### src/rtl/pulse_meter_pkg.sv
// Shared types and constants for the pulse width meter.
package pulse_meter_pkg;

  typedef enum logic {IDLE = 1'b0, MEASURE = 1'b1} state_t;

  localparam int CNT_W_DEF = 16;

  // Largest value a w-bit counter can report (all ones).
  function automatic logic [31:0] cnt_max(input int w);
    return (32'd1 << w) - 32'd1;
  endfunction

endpackage

### src/rtl/pulse_width_meter.sv
// Purpose: measures high time of a serial input from rising/falling edge pulses, saturating count.
// Latency: result valid the cycle after the falling pulse; one-entry output slot.
// Backpressure: a full, unconsumed slot drops the new measurement and pulses drop_o.
module pulse_width_meter
  import pulse_meter_pkg::*;
#(
  parameter int CNT_W = CNT_W_DEF
) (
  input  logic             clk,
  input  logic             rst,
  input  logic             rising_edge_i,
  input  logic             falling_edge_i,
  output logic [CNT_W-1:0] width_o,
  output logic             sat_o,
  output logic             valid_o,
  input  logic             ready_i,
  output logic             busy_o,
  output logic             drop_o
);

  localparam logic [CNT_W-1:0] CNT_MAX = CNT_W'(cnt_max(CNT_W));

  state_t           state_q, state_nxt;
  logic [CNT_W-1:0] count_q, count_nxt;
  logic             sat_q, sat_nxt;
  logic             capture;
  logic             accept;
  logic             rise, fall;

  logic [CNT_W-1:0] width_q;
  logic             sat_out_q;
  logic             valid_q;
  logic             drop_q;

  // Coincident edges are a protocol violation and cancel each other out.
  assign rise = rising_edge_i & ~falling_edge_i;
  assign fall = falling_edge_i & ~rising_edge_i;

  assign accept = ~valid_q | ready_i;

  always_comb begin
    state_nxt = state_q;
    count_nxt = count_q;
    sat_nxt   = sat_q;
    capture   = 1'b0;
    case (state_q)
      IDLE: begin
        if (rise) begin
          count_nxt = CNT_W'(1);
          sat_nxt   = (CNT_MAX == CNT_W'(1));
          state_nxt = MEASURE;
        end
      end
      MEASURE: begin
        if (fall) begin
          capture   = 1'b1;
          count_nxt = '0;
          sat_nxt   = 1'b0;
          state_nxt = IDLE;
        end else begin
          count_nxt = (count_q == CNT_MAX) ? count_q : count_q + CNT_W'(1);
          sat_nxt   = sat_q | (count_nxt == CNT_MAX);
        end
      end
      default: state_nxt = IDLE;
    endcase
  end

  always_ff @(posedge clk) begin
    if (rst) begin
      state_q   <= IDLE;
      count_q   <= '0;
      sat_q     <= 1'b0;
      width_q   <= '0;
      sat_out_q <= 1'b0;
      valid_q   <= 1'b0;
      drop_q    <= 1'b0;
    end else begin
      state_q <= state_nxt;
      count_q <= count_nxt;
      sat_q   <= sat_nxt;
      drop_q  <= capture & ~accept;
      // Same-cycle consume and capture hand the slot straight over with no bubble.
      if (capture && accept) begin
        width_q   <= count_q;
        sat_out_q <= sat_q;
        valid_q   <= 1'b1;
      end else if (valid_q && ready_i) begin
        valid_q <= 1'b0;
      end
    end
  end

  assign width_o = width_q;
  assign sat_o   = sat_out_q;
  assign valid_o = valid_q;
  assign busy_o  = (state_q == MEASURE);
  assign drop_o  = drop_q;

endmodule

### config.mk
export PLATFORM = sky130hd
export DESIGN_NAME = pulse_width_meter
export DESIGN_NICKNAME = d
export VERILOG_FILES = /design/src/rtl/pulse_meter_pkg.sv /design/src/rtl/pulse_width_meter.sv
export SDC_FILE = /design/constraint.sdc
export NUM_CORES = 1
export LEC_CHECK = 0
export ABC_CLOCK_PERIOD_IN_PS = 4500
export CAP_MARGIN = 20
export CORE_ASPECT_RATIO = 0.5
export CORE_MARGIN = 4
export CORE_UTILIZATION = 40
export CTS_CLUSTER_SIZE = 10
export DETAILED_ROUTE_END_ITERATION = 6
export PLACE_DENSITY = 0.61
export SLEW_MARGIN = 5
export SYNTH_ARGS = -nofsm -noshare
export SYNTH_HDL_FRONTEND = slang
export SYNTH_SLANG_ARGS = --single-unit
### constraint.sdc
create_clock -name clk -period 4.5 [get_ports clk]
set_clock_uncertainty 0.1 [all_clocks]
set_input_delay 0.45 -clock clk [delete_from_list [all_inputs] [get_ports clk]]
set_output_delay 0.45 -clock clk [all_outputs]
set_load 0.03 [all_outputs]
* Word level (Yosys, flattened, before mapping) *
Cells that the tools add are included.
W data, S select, Z words.

operators by class
  add/sub/neg operators = 1
  eq/ne operators = 3
  muxes and demuxes = 14
  bitwise operators = 10
  reduce and logical (&&, ||, !) cells = 3

operator list
  cell                     count
  $mux W16                 3
  $eq A16 B16 Y1 const B   2
  $pmux W16 S2             1
  $add A16 B1 Y16 const B  1
  $mux W1                  8
  $not A1 Y1               5
  $pmux W1 S2              2
  $and A1 B1 Y1            3
  $logic_and A1 B1 Y1      2
  $ne A2 B2 Y1 const B     1
  $or A1 B1 Y1             2
  $reduce_bool A2 Y1       1

storage, ports and cells
  register bits = 37
  output and inout bits = 20
  word-level logic and storage cells = 38

* Logic depth before layout (Yosys ltp) *
Gate-level depths: netlist (run 1).

  word-level depth = 6
  gate-level depth with buffers = 9

* Worst setup path before layout (run 1) *
OpenSTA, ideal clock, no wires.

  path kind = flip-flop to flip-flop
  start point = register count_q[1]
  end point = register sat_q
  setup time = 0.096 ns
  arrival = 1.804 ns
  setup slack = 2.500 ns
  cell stages (with the launch flop) = 9
  clock period less this slack = 2.000 ns
  cell sequence = dfxtp_1 ha_1 buf_4 nand4_4 nor3_2 nand3_1 mux2_2 o211ai_2 o41ai_2

on the way
  longest elaborated chain between the ends = 6

ends and longest elaborated chain
  item                                                      RTL line                 text
  start, declared                                           pulse_width_meter.sv:24  logic [CNT_W-1:0] count_q, count_nxt;
  start signal, assigned                                    pulse_width_meter.sv:80  count_q <= count_nxt;
  $add A16 B1 Y16 / $eq A16 B16 Y1 (equally long branches)  pulse_width_meter.sv:61  count_nxt = (count_q == CNT_MAX) ? count_q : count_q + CNT_W'(1);
  $mux W16 (*)                                              pulse_width_meter.sv:61
  $eq A16 B16 Y1 (*)                                        pulse_width_meter.sv:62  sat_nxt = sat_q | (count_nxt == CNT_MAX);
  $or A1 B1 Y1 (*)                                          pulse_width_meter.sv:62
  $mux W1 (*)                                               pulse_width_meter.sv:55  if (fall) begin
  $pmux W1 S2 (*)                                           pulse_width_meter.sv:46  case (state_q)
  end signal, assigned                                      pulse_width_meter.sv:81  sat_q <= sat_nxt;
  end, declared                                             pulse_width_meter.sv:25  logic sat_q, sat_nxt;

Mark *: on every way between the ends. The rest lies on a longest branch, timed or not.
A chain may end at the register's enable or synchronous reset.

* Worst setup path after layout (run 1) *
  start point = register count_q[0]
  end point = register sat_q

Same word-level chain as after synthesis.

==> reports/results.ini, run 1 <==
[critical_path]
regToRegStartpoint = count_q[0]
logic_depth_of_the_worst_register_to_register_path = 6
timing.critical_path.buf_inv = 0
critical_path.startpoint_type = flip-flop
reg2reg_setup_slack_ns = 1.84
crit_path_top_delay_cell = sky130_fd_sc_hd__nor4_4
crit_arrival_ns = 2.76
crit_family = simple AND/OR/NAND/NOR gates
worstSetupPathDepth = 6
crit_path_cell_trace = ha_1 > nand4_4 > nor4_4 > and3_2 > a31oi_1 > o41ai_2
worst-setup-path-type = flip-flop to flip-flop
worst-endpoint-required_ns = 4.60
critPathMaxStageDelay_ns = 0.69
endpoint_kind = flip-flop
timing.rr.end = sat_q
largest_fanout_of_any_net_on_the_critical_path = 13

[hold_path]
min_delay_path_depth = 2
hp-class = flip-flop to flip-flop
worst_hold_path.endpoint = width_o[3]
hold_path.startpoint = width_o[3]

[logic_synthesis]
synthesis.area_per_instance_um2 = 8.10
cell_type_with_the_largest_total_area_after_synthesis = sky130_fd_sc_hd__dfxtp_1
synthCells = 260
synth_top_area_share_pct = 35.2
netlist-cell-type-count = 58
netlist_top_cells_area = sky130_fd_sc_hd__dfxtp_1 35%, sky130_fd_sc_hd__nand2_1 9.1%, sky130_fd_sc_hd__a21oi_1 8.6%, sky130_fd_sc_hd__buf_6 4.3%, sky130_fd_sc_hd__o21ai_0 2.9%
seq_area_frac_synth_pct = 35.2
synth.yosys.warnings = 0
synth_top_flop_cell = sky130_fd_sc_hd__dfxtp_1
async_s_r_ff_share_synth_pct = 0
synth-seq-cells = 37
postSynthNetCount = 266
synth_enable_flop_cells = 0
mappedNetlistArea_um2 = 2110

[cts]
cts_hold_buffers = 0
max-clock-path-buffers = 2
insertion_delay_ns = 0.30
cts_repair_resize_count = 0
clk_root_buffer_cell = sky130_fd_sc_hd__clkbuf_8
tritoncts.num_buffers = 5
cts.clk_slew.worst_paths_ns = 0.08
htree_num_levels = 2
tritoncts_clock_tree = built
post_cts.repair.setup_buffers = 0
numClockSinks = 37

[timing]
finalHoldViolations = 0
whs_ns = 0.354
grt_setup_unrepaired = false
layout_worst_path_cycle_share_pct = 59.1
max-slew-margin-rel_pct = 52.9
timing.final.setup_violations = 0
fmax_mhz = 376
post-route-min-period_ns = 2.66
worstMarginPinSlew_ns = 0.702
timing.final.ws_setup_ns = 1.84
setup-tns-final_ns = 0
timing_max_transition_violations_final = 0

[place]
post-place-cells = 332
place.port_buffers = 24
dp_slack_ns = 1.93
globalplace.congestion = 0.881
dp_hpwl_um = 3630

[layout]
count_of_placed_standard_cells_in_the_final_layout_fillers_left_out = 340
multiInputGateArea_um2 = 1180
layout.cells.most_common = sky130_fd_sc_hd__nand2_1
layout_common_cells = 51 x sky130_fd_sc_hd__nand2_1, 37 x sky130_fd_sc_hd__dfxtp_1, 36 x sky130_fd_sc_hd__a21oi_1
final_net_count = 275
drive_gt1_share_pct = 11.1
final-seq-area_um2 = 741
final.fill_count = 502
insertedDiodeCount = 0
layout-area-overhead-vs-synth_pct = 13.6

[floorplan]
io_pins = 25
width_of_the_die_um = 111
dieHeight_um = 59.3
initial_core_utilization_pct = 42.1
die_area_um2 = 6560
row_count = 18
core_area_um2 = 5000

[route]
route.vias.total = 1928
first_iter_violations = 157
post_drt_via_cell_ratio = 5.67
wire_per_inst_um = 15.3
ant_nets = 0
drt_first_pass_iters = 5
wirelength_um = 5210
route.detailed.drc = 0

[global_routing]
grt_antenna_before_repair = 0
globalRouteTotalUtil_pct = 16.9
grt_first_pass_wirelength_um = 8870
pin_count_of_the_biggest_net_entering_global_routing = 39
remaining_overflow_grt = 0
vias_in_the_first_global_route = 1767

[flow_run]
maxCapViolCount = 0

[pwr]
maximum_vdd_drop_v = 0.000119
p_leak_nw = 0.788
power-per-cell-area_nw_per_um2 = 283
report.power.total_mw = 0.676

[status]
outcome = completed

-- kinds of logic (layout without fill, tap and decap cells) --
| logic type | after synthesis | count (layout) | synth area share [%] |
|---|---|---|---|
| compound gates | 76 | 76 | 22.5 |
| xor+xnor | 4 | 4 | 1.66 |
| fa+ha+maj | 1 | 1 | 0.594 |
| buf+inv | 26 | 36 | 8.73 |
| flops | 37 | 37 | 35.2 |
| mux | 1 | 1 | 0.535 |
| simple gates | 115 | 115 | 30.8 |
-- report_power, final --
group	switching, mW	total [mW]	internal (mW)
clock	0.124	0.305	0.180
sequential	0.00423	0.333	0.329
combinational	0.0258	0.0386	0.0128
-- per-stage QoR --
step	area, um^2	util [%]
6_report	2390	47.8
5_1_grt	2390	47.8
4_1_cts	2390	47.8
3_5_place_dp	2270	45.4
3_3_place_gp	2260	45.3
2_1_floorplan	2110	-
-- worst reg2reg max path: cells and delay by family, from the launching register on --
family | cells | cell delay (ns)
adder cells (fa/ha/maj) | 1 | 0.42
AO/OA/AOI/OAI | 2 | 0.34
AND/OR/NAND/NOR | 3 | 1.18
flip-flops | 1 | 0.52
-- state kept, by name, indices dropped and copies added, names as in the netlist --
name / flops
valid_o: 1
sat_q: 1
count_q: 16
drop_o: 1
sat_o: 1
busy_o: 1
width_o: 16
-- cell usage after synthesis (3+ instances only) --
| cell | count |
|---|---|
| sky130_fd_sc_hd__nand2_1 | 51 |
| sky130_fd_sc_hd__dfxtp_1 | 37 |
| sky130_fd_sc_hd__a21oi_1 | 36 |
| sky130_fd_sc_hd__o21ai_0 | 12 |
| sky130_fd_sc_hd__nor2_1 | 11 |
| sky130_fd_sc_hd__nand3_1 | 10 |
| sky130_fd_sc_hd__buf_6 | 8 |
| sky130_fd_sc_hd__clkbuf_1 | 8 |
| sky130_fd_sc_hd__nor3_1 | 7 |
| sky130_fd_sc_hd__a311oi_1 | 6 |
| sky130_fd_sc_hd__buf_4 | 4 |
| sky130_fd_sc_hd__nand2b_1 | 4 |
| sky130_fd_sc_hd__a41oi_1 | 3 |
| sky130_fd_sc_hd__nand4_1 | 3 |
| sky130_fd_sc_hd__o21ai_1 | 3 |
| sky130_fd_sc_hd__xnor2_1 | 3 |
-- worst max-delay path by stage --
stage / startpoint / to / slack (ns)
final: count_q[0] / sat_q / 1.84
after global routing: count_q[0] / sat_q / 1.65
after CTS: count_q[0] / sat_q / 1.85
after detailed placement: rising_edge_i / sat_q / 1.93
after global placement: rising_edge_i / width_o[0] / 1.67
after floorplan: count_q[1] / sat_q / 2.50
-- area by class of cell --
class,instances,share of cell area [%]
inverter,2,0.314
timing repair buffer,26,10.7
multi-input combinational,197,49.4
clock buffer,6,3.45
clock inverter,2,1.57
sequential,37,31.0
tap,70,3.66
-- layer usage --
| layer | up-vias | track usage (%) | share of wire (%) |
|---|---|---|---|
| li1 | 948 | - | - |
| met3 | 14 | 4.38 | 9.1 |
| met2 | 96 | 24.7 | 39 |
| met1 | 870 | 24.0 | 50 |
| met5 | - | 0 | 0 |
| met4 | 0 | 6.49 | 2.0 |
Power figures use the tool's default switching activity.
==> run 2, diff against run 1 <==
ABC_CLOCK_PERIOD_IN_PS = 2620   (was 4500)
clock period = 2.62 ns   (was 4.5 ns; I/O delays follow)
==> reports/results.ini, run 2 (same netlist as run 1, synthesis figures left out) <==
[route]
wl_met3_um = 432  ; -8.5%
route.vias.total = 1948  ; +1.0%
ant_nets = 0  ; unchanged
wire_per_inst_um = 16.2  ; +5.5%
drt_first_pass_iters = 6  ; +1
route.detailed.drc = 0  ; unchanged
metal2_wl_um = 2160  ; +7.3%
post_drt_via_cell_ratio = 5.66  ; -0.14%
wl_met1_um = 2930  ; +12%
first_iter_violations = 268  ; +71%
wirelength_um = 5560  ; +6.7%
top_layer = met4

[pwr]
report.power.total_mw = 1.13  ; +67%
maximum_vdd_drop_v = 0.000208  ; +74%
power-per-cell-area_nw_per_um2 = 468  ; +66%
p_leak_nw = 0.812  ; +3.0%

[global_routing]
remaining_overflow_grt = 0  ; unchanged
globalRouteTotalUtil_pct = 17.7  ; +0.79 points
grt_antenna_before_repair = 0  ; unchanged
pin_count_of_the_biggest_net_entering_global_routing = 38  ; -2.6%
vias_in_the_first_global_route = 1838  ; +4.0%
grt_first_pass_wirelength_um = 9320  ; +5.1%

[floorplan]
width_of_the_die_um = 111  ; unchanged
io_pins = 25  ; unchanged
die_area_um2 = 6560  ; unchanged
row_count = 18  ; unchanged
core_area_um2 = 5000  ; unchanged
dieHeight_um = 59.3  ; unchanged
initial_core_utilization_pct = 42.1  ; unchanged

[cts]
insertion_delay_ns = 0.29  ; about the same
max-clock-path-buffers = 2  ; unchanged
post_cts.repair.setup_buffers = 0  ; unchanged
clk_root_buffer_cell = sky130_fd_sc_hd__clkbuf_8
tritoncts.num_buffers = 5  ; unchanged
tritoncts_clock_tree = built
cts_repair_resize_count = 0  ; unchanged
numClockSinks = 37  ; unchanged
cts_hold_buffers = 0  ; unchanged
htree_num_levels = 2  ; unchanged
cts.clk_slew.worst_paths_ns = 0.08  ; about the same

[critical_path]
crit_path_cell_trace = ha_1 > nand4_4 > nor3_2 > nand3_1 > mux2_2 > o211ai_2 > o41ai_2
worst-setup-path-type = flip-flop to flip-flop
crit_arrival_ns = 2.45  ; -0.31 ns
worst-endpoint-required_ns = 2.72  ; -1.88 ns
crit_path_top_delay_cell = sky130_fd_sc_hd__dfxtp_1
endpoint_kind = flip-flop
critical_path.startpoint_type = flip-flop
largest_fanout_of_any_net_on_the_critical_path = 8  ; -5
crit_family = simple AND/OR/NAND/NOR gates
critPathMaxStageDelay_ns = 0.44  ; -0.25 ns
timing.critical_path.buf_inv = 0  ; unchanged

[timing]
max-slew-margin-rel_pct = 60.4  ; +7.5 points
setup-tns-final_ns = 0  ; unchanged
layout_worst_path_cycle_share_pct = 89.5  ; +30 points
timing_max_transition_violations_final = 0  ; unchanged
post-route-min-period_ns = 2.34  ; -0.315 ns
grt_setup_unrepaired = false
worstMarginPinSlew_ns = 0.594  ; -0.108 ns
finalHoldViolations = 0  ; unchanged
timing.final.setup_violations = 0  ; unchanged
fmax_mhz = 426  ; +13%

[layout]
layout.cells.most_common = sky130_fd_sc_hd__nand2_1
layout_common_cells = 51 x sky130_fd_sc_hd__nand2_1, 37 x sky130_fd_sc_hd__dfxtp_1, 36 x sky130_fd_sc_hd__a21oi_1
drive_gt1_share_pct = 12.4  ; +1.3 points
layout-area-overhead-vs-synth_pct = 14.6
insertedDiodeCount = 0  ; unchanged
final_net_count = 280  ; +1.8%
count_of_placed_standard_cells_in_the_final_layout_fillers_left_out = 344  ; +1.2%
final.fill_count = 526  ; +4.8%
fin_util_pct = 48.3  ; +0.43 points

[place]
place.port_buffers = 24  ; unchanged
globalplace.congestion = 0.948  ; +7.6%
post-place-cells = 337  ; +1.5%
dp_hpwl_um = 4030  ; +11%

[status]
outcome = completed

[flow_run]
maxCapViolCount = 0  ; unchanged

[hold_path]
hp-class = flip-flop to flip-flop

run 2: cell type report:
| type | instances | area [um^2] | share of cell area, % |
|---|---|---|---|
| Clock buffer | 5 | 68.8 | 2.85 |
| Clock inverter | 2 | 35.0 | 1.45 |
| Inverter | 2 | 7.51 | 0.311 |
| Multi-Input combinational cell | 197 | 1180 | 48.9 |
| Sequential cell | 37 | 741 | 30.7 |
| Tap cell | 70 | 87.6 | 3.63 |
| Timing Repair Buffer | 31 | 293 | 12.1 |
run 2: layer usage:
layer | GRT usage [%] | vias to the layer above
li1 | - | 958
met1 | 26.1 | 904
met2 | 26.0 | 77
met3 | 4.89 | 9
met4 | 3.16 | 0
met5 | 0 | -
run 2: path summary, 6_finish.rpt:
check              from         end  slack, ns  cells after the start
max          count_q[1]       sat_q       0.28                      7
min          width_o[1]  width_o[1]       0.35                      2
max reg2reg  count_q[1]       sat_q       0.28                      7
min reg2reg  width_o[1]  width_o[1]       0.35                      2
run 2: where the power goes:
group	internal, mW	leakage (nW)	total [mW]	switching, mW
clock network	0.277	0.0540	0.486	0.209
registers	0.565	0.298	0.569	0.00442
logic	0.0245	0.459	0.0741	0.0496
total	0.866	0.812	1.13	0.263
run 2: through the flow:
stage          setup WS [ns]  hold slack, ns  cell area [um^2]
3_5_place_dp           0.315           0.347              2310
6_report               0.275           0.354              2410
3_3_place_gp           0.428           0.342              2310
2_1_floorplan          0.620           0.313              2110
5_1_grt               0.0511           0.378              2410
4_1_cts                0.291           0.356              2410
run 2: worst min-delay path, delay by kind of cell, from the launching register on:
kind | cells | cell delay [ns]
and+or+nand+nor | 1 | 0.05
AOI/OAI and AO/OA | 1 | 0.05
DFF | 1 | 0.31
